--- config.mk ---
export PLATFORM = sky130hd
export DESIGN_NAME = alu_dispatch
export DESIGN_NICKNAME = d
export VERILOG_FILES = /design/src/rtl/alu_dispatch.sv
export SDC_FILE = /design/constraint.sdc
export NUM_CORES = 1
export LEC_CHECK = 0
export BUFFER_PORTS_ARGS = -buffer_cell sky130_fd_sc_hd__buf_2
export CAP_MARGIN = 0
export CORE_MARGIN = 2
export CORE_UTILIZATION = 23
export CTS_CLUSTER_SIZE = 8
export DETAILED_ROUTE_END_ITERATION = 12
export PLACE_DENSITY_LB_ADDON = 0.15
export SYNTH_ARGS = -nofsm -noshare
export SYNTH_HDL_FRONTEND = slang
export SYNTH_SLANG_ARGS = --single-unit
--- constraint.sdc ---
create_clock -name soc_clk -period 3 [get_ports soc_clk]
set_clock_uncertainty 0.15 [all_clocks]
set_input_delay 0.15 -clock soc_clk [delete_from_list [all_inputs] [get_ports soc_clk]]
set_output_delay 0.15 -clock soc_clk [all_outputs]
set_load 0.02 [all_outputs]
--- src/rtl/alu_dispatch.sv ---
// alu_dispatch: front-end stage of the ALU.
//   Takes one operation from decode (in_valid/in_ready) and decodes funct3/alt
//   into decryptedOP. It then presents registered operands to the functional
//   units with dat_ready for one ISSUE cycle plus LATENCY WAIT cycles. The unit
//   result and flags are captured on the edge that ends the last WAIT cycle.
//   The captured result is then held for writeback (out_valid/out_ready).
// Ports:
//   soc_clk, reset (async, active low), flush (sync abort)
//   in_*          : decode handshake, funct3, alt bit, operands
//   ALU_*, decryptedOP, dat_ready : registered operands/op to the units
//   unit_*        : selected unit result, carry/overflow, zero
//   out_*         : captured result/flags to writeback handshake
module alu_dispatch #(
   parameter int unsigned LATENCY = 1,
   parameter int unsigned WIDTH   = 32
) (
   input  logic             soc_clk,
   input  logic             reset,
   input  logic             flush,
   input  logic             in_valid,
   output logic             in_ready,
   input  logic [2:0]       in_opcode,
   input  logic             in_alt,
   input  logic [WIDTH-1:0] in_dat1,
   input  logic [WIDTH-1:0] in_dat2,
   output logic [WIDTH-1:0] ALU_dat1,
   output logic [WIDTH-1:0] ALU_dat2,
   output logic [2:0]       ALU_opcode,
   output logic [3:0]       decryptedOP,
   output logic             dat_ready,
   input  logic [WIDTH-1:0] unit_result,
   input  logic             unit_overflow,
   input  logic             unit_zero,
   output logic             out_valid,
   input  logic             out_ready,
   output logic [WIDTH-1:0] out_result,
   output logic             out_overflow,
   output logic             out_zero,
   output logic             out_illegal
);

   typedef enum logic [1:0] {S_IDLE, S_ISSUE, S_WAIT, S_DONE} state_t;

   state_t           state_q, state_d;
   logic [3:0]       cnt_q, cnt_d;
   logic [WIDTH-1:0] dat1_q, dat1_d, dat2_q, dat2_d;
   logic [2:0]       opc_q, opc_d;
   logic [3:0]       dop_q, dop_d;
   logic [WIDTH-1:0] res_q, res_d;
   logic             ovf_q, ovf_d, zero_q, zero_d, ill_q, ill_d;

   logic [3:0]       dec_op;
   logic             dec_ill;

   // funct3/alt decode; only ADD/SUB and SRL/SRA use the alt bit.
   always_comb begin
      dec_op  = 4'd0;
      dec_ill = 1'b0;
      case (in_opcode)
         3'b000: dec_op = in_alt ? 4'd7 : 4'd6;
         3'b001: dec_op = 4'd8;
         3'b010: dec_op = 4'd9;
         3'b011: dec_op = 4'd10;
         3'b100: dec_op = 4'd1;
         3'b101: dec_op = in_alt ? 4'd12 : 4'd11;
         3'b110: dec_op = 4'd2;
         default: dec_op = 4'd3;
      endcase
      if (in_alt && (in_opcode != 3'b000) && (in_opcode != 3'b101)) begin
         dec_ill = 1'b1;
         dec_op  = 4'd0;
      end
   end

   always_comb begin
      state_d = state_q;
      cnt_d   = cnt_q;
      dat1_d  = dat1_q;
      dat2_d  = dat2_q;
      opc_d   = opc_q;
      dop_d   = dop_q;
      res_d   = res_q;
      ovf_d   = ovf_q;
      zero_d  = zero_q;
      ill_d   = ill_q;
      if (flush) begin
         // Abort anything in flight; captured out_* values are left alone.
         state_d = S_IDLE;
         cnt_d   = 4'd0;
         dat1_d  = '0;
         dat2_d  = '0;
         dop_d   = 4'd0;
      end else begin
         case (state_q)
            S_IDLE: begin
               if (in_valid) begin
                  opc_d = in_opcode;
                  if (dec_ill) begin
                     // Illegal ops bypass the units and complete immediately.
                     state_d = S_DONE;
                     dat1_d  = '0;
                     dat2_d  = '0;
                     dop_d   = 4'd0;
                     res_d   = '0;
                     ovf_d   = 1'b0;
                     zero_d  = 1'b1;
                     ill_d   = 1'b1;
                  end else begin
                     state_d = S_ISSUE;
                     dat1_d  = in_dat1;
                     dat2_d  = in_dat2;
                     dop_d   = dec_op;
                  end
               end
            end
            S_ISSUE: begin
               cnt_d   = 4'(LATENCY);
               state_d = S_WAIT;
            end
            S_WAIT: begin
               if (cnt_q == 4'd1) begin
                  res_d   = unit_result;
                  ovf_d   = unit_overflow;
                  zero_d  = unit_zero;
                  ill_d   = 1'b0;
                  cnt_d   = 4'd0;
                  dat1_d  = '0;
                  dat2_d  = '0;
                  dop_d   = 4'd0;
                  state_d = S_DONE;
               end else begin
                  cnt_d = cnt_q - 4'd1;
               end
            end
            default: begin
               if (out_ready) state_d = S_IDLE;
            end
         endcase
      end
   end

   always_ff @(posedge soc_clk or negedge reset) begin
      if (!reset) begin
         state_q <= S_IDLE;
         cnt_q   <= 4'd0;
         dat1_q  <= '0;
         dat2_q  <= '0;
         opc_q   <= 3'd0;
         dop_q   <= 4'd0;
         res_q   <= '0;
         ovf_q   <= 1'b0;
         zero_q  <= 1'b0;
         ill_q   <= 1'b0;
      end else begin
         state_q <= state_d;
         cnt_q   <= cnt_d;
         dat1_q  <= dat1_d;
         dat2_q  <= dat2_d;
         opc_q   <= opc_d;
         dop_q   <= dop_d;
         res_q   <= res_d;
         ovf_q   <= ovf_d;
         zero_q  <= zero_d;
         ill_q   <= ill_d;
      end
   end

   assign in_ready     = (state_q == S_IDLE);
   assign dat_ready    = (state_q == S_ISSUE) || (state_q == S_WAIT);
   assign out_valid    = (state_q == S_DONE);
   assign ALU_dat1     = dat1_q;
   assign ALU_dat2     = dat2_q;
   assign ALU_opcode   = opc_q;
   assign decryptedOP  = dop_q;
   assign out_result   = res_q;
   assign out_overflow = ovf_q;
   assign out_zero     = zero_q;
   assign out_illegal  = ill_q;

endmodule

* Yosys cells after proc, flatten, opt, wreduce, memory -nomap -nowiden
Index checks and enable logic that the tools add are counted.
Storage, ports and cells: flip-flop bits (word level) 112, input bits 107, output and inout port bits 109
Operators by class: $add $sub $neg 1, equality and inequality tests 16, muxes and demuxes 42, bitwise logic cells 1, reduce and logical (&&, ||, !) cells 14
Operators with widths (count):
- $mux 32 | 10
- $pmux 32 s2 | 3
- $mux 4 | 7
- $pmux 4 s7 | 1
- $pmux 4 s2 | 2
- $mux 2 | 5
- $eq 3x3->1 const B | 3
- $mux 1 | 9
- $ne 3x3->1 const B | 3
- $reduce_and 3->1 | 3
- $reduce_bool 3->1 | 3
- $eq 3x2->1 const B | 2
- $pmux 1 s2 | 3
- $pmux 2 s3 | 1
- $reduce_and 5->1 | 1
- $reduce_bool 5->1 | 1
- $eq 2x2->1 const B | 2
- $eq 4x1->1 const B | 1
- $ne 2x2->1 const B | 2
- $sub 4x1->4 const B | 1
- $eq 3x1->1 const B | 1
- $logic_not 3->1 | 1
- $mux 3 | 1
- $eq 2x1->1 const B | 1
- other kinds (6) | 7

* Depth between registers and ports, before layout
depth in word-level cells 8, mapped depth 9, gate-level depth less buffers 6

* Least setup slack after synthesis
OpenSTA, ideal clock, no wires.
kind reg-to-reg, start point register state_q[0], end point register dop_q[2], in the netlist decryptedOP[2], library setup time 0.128 ns, arrival time 2.039 ns, data required time 2.722 ns, path slack 0.683 ns, stages on the path, launching flop included 9, buffers on the path 3, period minus slack after synthesis 2.317 ns, path through dfrtp_1 inv_1 ha_1 clkbuf_1 mux2_2 o22ai_2 buf_2 buf_2 o21ai_0
On the way: cells in the longest elaborated chain, start to end 3
Ends and longest elaborated chain:
- start, declared | line 44 | state_t state_q, state_d;
- start signal, assigned | line 155 | state_q <= state_d;
- $logic_not 2->1 (*)
- net in_ready | line 21 | output logic in_ready,
- $ne 3x3->1 (no line) (tied with other cells)
- $reduce_and 3->1 (no line) / $mux 4 (equally long branches)
- end signal, assigned | line 160 | dop_q <= dop_d;
- end, declared | line 48 | logic [3:0] dop_q, dop_d;
Mark *: on every way through the listed nets, which the timed path passes. The rest lies on a longest branch. A chain may end at the register's enable or synchronous reset.

* Final worst setup path
start point register cnt_q[1], end point register res_q[2], in the netlist out_result[2]
On the way: cells in the longest elaborated chain, start to end 3
Ends and longest elaborated chain:
- start, declared | line 45 | logic [3:0] cnt_q, cnt_d;
- start signal, assigned | line 156 | cnt_q <= cnt_d;
- $eq 4x1->1 | line 121 | if (cnt_q == 4'd1) begin
- $ne 2x2->1 (no line)
- $reduce_and 5->1 (no line)
- end signal, assigned | line 161 | res_q <= res_d;
- end, declared | line 49 | logic [WIDTH-1:0] res_q, res_d;
Every way passes these cells.

==> flow_summary.json <==
{
  "syn_inst": 378,
  "reg2reg_from": "cnt_q[1]",
  "grt_pass1_vias": 4152,
  "layout_commonest_cell": "buf_2",
  "cts.clk_slew.worst_paths_ps": 80,
  "die_x_um": 146,
  "netlist_area_mm2": 0.00461,
  "seq_area_frac_synth": 0.608,
  "combPwrFrac": 0.415,
  "p_int_mw": 3.45,
  "crit_chain": "inv_1, ha_1, nor3b_2, mux2i_1, a2111o_2, buf_12, mux2i_1",
  "dr.first_iter.drc_count": 156,
  "final_cell_mix": "buf_2, dfrtp_1, dlygate4sd3_1",
  "synthFlopType": "dfrtp_1",
  "die_y_um": 146,
  "synthArstFlopShare": 1.00,
  "antenna_found_initial": 0,
  "clock_path_buffers": 2,
  "post_dp_cell_area_mm2": 0.00598,
  "crit_path_max_fanout": 20,
  "hold_viol_final": 0,
  "ys_seq_elements": 112,
  "cts_sinks": 112,
  "critPathSlowestCell": "a2111o_2",
  "max_stage_delay_ps": 700,
  "clock-root-buffer": "clkbuf_16",
  "grt_max_degree": 63,
  "dr.pass1.iters": 4,
  "instances_no_fill": 954,
  "ioPinCount": 216,
  "grt.busiest_layer": "met2",
  "htreeDepth": 3,
  "maxSlewViolCount": 0,
  "hpwl_mm": 8.95,
  "dp_cells": 836,
  "core_mm2": 0.0196,
  "cp-endpoint": "out_result[2]",
  "relSlewSlack": 0.503,
  "rsz0062_at_grt": "no",
  "rows": 51,
  "globalRouteTotalUtil": 0.126,
  "ant_nets": 0,
  "status": "completed",
  "yosys_warnings": 0,
  "setup_tns_ps": 0,
  "syn2layout_area_growth_pct": 58.5,
  "vias": 4008,
  "drcViolationCount": 0,
  "setup_ws_ps": 540,
  "grt_pass1_wl_mm": 21.9,
  "syn_area_per_cell_um2": 12.2,
  "r2r_end": "out_result[2]",
  "p_sw_mw": 2.31,
  "crit_path_start_kind": "flip-flop",
  "critical-path-top-delay-family": "compound AO/OA/AOI/OAI gates",
  "detailedPlace.worstSlack_ps": 530,
  "grt_overflow_total": 0,
  "num-fill-cells": 1942,
  "power_density_mw_per_mm2": 789,
  "cp_num_buf_inv": 2,
  "avgViaCountPerCell": 4.20,
  "p_clk_frac": 0.212,
  "drive_gt1_frac": 0.356,
  "drv_cap": 0,
  "crit_type": "flip-flop to flip-flop",
  "final_area_mm2": 0.00731,
  "nets": 797,
  "max_freq_mhz": 406,
  "rr_worst_depth": 7,
  "die-area_mm2": 0.0212,
  "place.gp.congestion": 0.778,
  "syn_nets": 491,
  "cts_tree": "built",
  "cp.required_ps": 3080,
  "total_power_mw": 5.77,
  "hp-class": "input pin to flip-flop",
  "start_util": 0.235,
  "regToRegSetupSlack_ps": 540,
  "leakagePower_nw": 3.94,
  "vdd_drop_max_uv": 386,
  "crit_cells": 7,
  "arrival_ps": 2540,
  "use_met1": 0.167,
  "layout_min_cycle_time_ps": 2460,
  "utilization": 0.373,
  "swShare": 0.401,
  "synth_edf_count": 0,
  "path_common_cell": "mux2i_1",
  "finalSetupViolCount": 0,
  "wirelength_mm": 13.4,
  "worst_pin_slew_ps": 746,
  "postCtsResizedCells": 0,
  "endpoint_kind": "flip-flop",
  "use_met2": 0.204,
  "seq_power_share": 0.373,
  "grt_use_met3": 0.0320,
  "cts_buffers": 9,
  "critPathLaunch": "cnt_q[1]",
  "wl_per_cell_um": 14.0,
  "holdWs_ps": 28.6,
  "numPortBuffers": 215,
  "antennaDiodeCount": 0,
  "clkLatencyLatePin_ps": 350,
  "post-route-period-util": 0.820,
  "ys_types": 36
}
==> how the worst min path moves through the flow <==
stage	start	endpoint	slack, ps	depth (start not counted)
after floorplan	reset	ALU_dat1[0]	-300	0
after global placement	reset	ALU_dat1[23]	100	1
after detailed placement	reset	ALU_dat1[16]	110	1
after CTS	in_opcode[1]	ALU_opcode[1]	10	2
after global routing	in_opcode[1]	ALU_opcode[1]	40	2
final	in_opcode[1]	ALU_opcode[1]	30	2
==> state kept, by name, summed over array words and instances (netlist names) <==
register,cells
ALU_dat1,32
ALU_dat2,32
ALU_opcode,3
cnt_q,4
decryptedOP,4
out_illegal,1
out_overflow,1
out_result,32
out_zero,1
state_q,2
==> cell type report <==
type | count | area (um2) | area share
well taps | 265 | 332 | 0.0454
inverters | 40 | 150 | 0.0205
clock inverters | 7 | 85.1 | 0.0116
flip-flops and latches | 112 | 2800 | 0.383
repair buffers | 323 | 2190 | 0.300
multi-input cells | 198 | 1520 | 0.208
clock buffers | 9 | 225 | 0.0308
==> cells in the mapped netlist, types with 2 or more instances <==
library cell  number  area, um2
a21o_1             2       15.0
a21oi_1            2       10.0
a22o_1            65        569
a32o_1             2       20.0
buf_2              8       40.0
buf_4              3       22.5
buf_6              3       33.8
clkbuf_1          14       52.6
dfrtp_1          112       2800
ha_1               6       75.1
inv_1             40        150
mux2_2             4       45.0
mux2i_1           36        360
nand2_1           40        150
nand2b_1           3       18.8
nor2_1             6       22.5
nor3_1             4       20.0
nor4_1             2       12.5
o21ai_0            7       35.0
o21bai_1           3       22.5
==> worst reg2reg max path: stages (launching register included) <==
cell and delay (ps):
dfrtp_1 380, inv_1 100, ha_1 150, nor3b_2 300, mux2i_1 150, a2111o_2 700
buf_12 270, mux2i_1 150
==> cells by family after synthesis <==
| family | after synthesis | synth area share |
|---|---|---|
| flip-flops | 112 | 0.608 |
| AO/OA/AOI/OAI | 87 | 0.157 |
| buffers and inverters | 68 | 0.0648 |
| AND/OR/NAND/NOR | 63 | 0.0619 |
| multiplexers | 41 | 0.0903 |
| adder cells (fa/ha/maj) | 6 | 0.0163 |
| XOR/XNOR | 1 | 0.00190 |
==> power groups by stage <==
stage                     Sequential, mW  Clock [mW]  Combinational [mW]
after floorplan                     2.65           0                1.02
after global placement              2.17           0                2.29
after detailed placement            2.17           0                2.33
after CTS                           2.15        1.27                2.44
after global routing                2.21        1.34                2.61
final                               2.15        1.22                2.39
==> what timing repair did <==
action / 4_1_cts / 5_1_grt
hold buffers: 102 / 0
hold endpoints to repair: 154 / 0
buffers inserted: 0 / 0
==> metal layers <==
metal | part of all wire | vias to the layer above
met5 | 0 | -
met3 | 0.062 | 12
met1 | 0.47 | 1906
met2 | 0.45 | 162
li1 | - | 1928
met4 | 0.014 | 0
No activity file was read; power rests on OpenSTA's default activity.
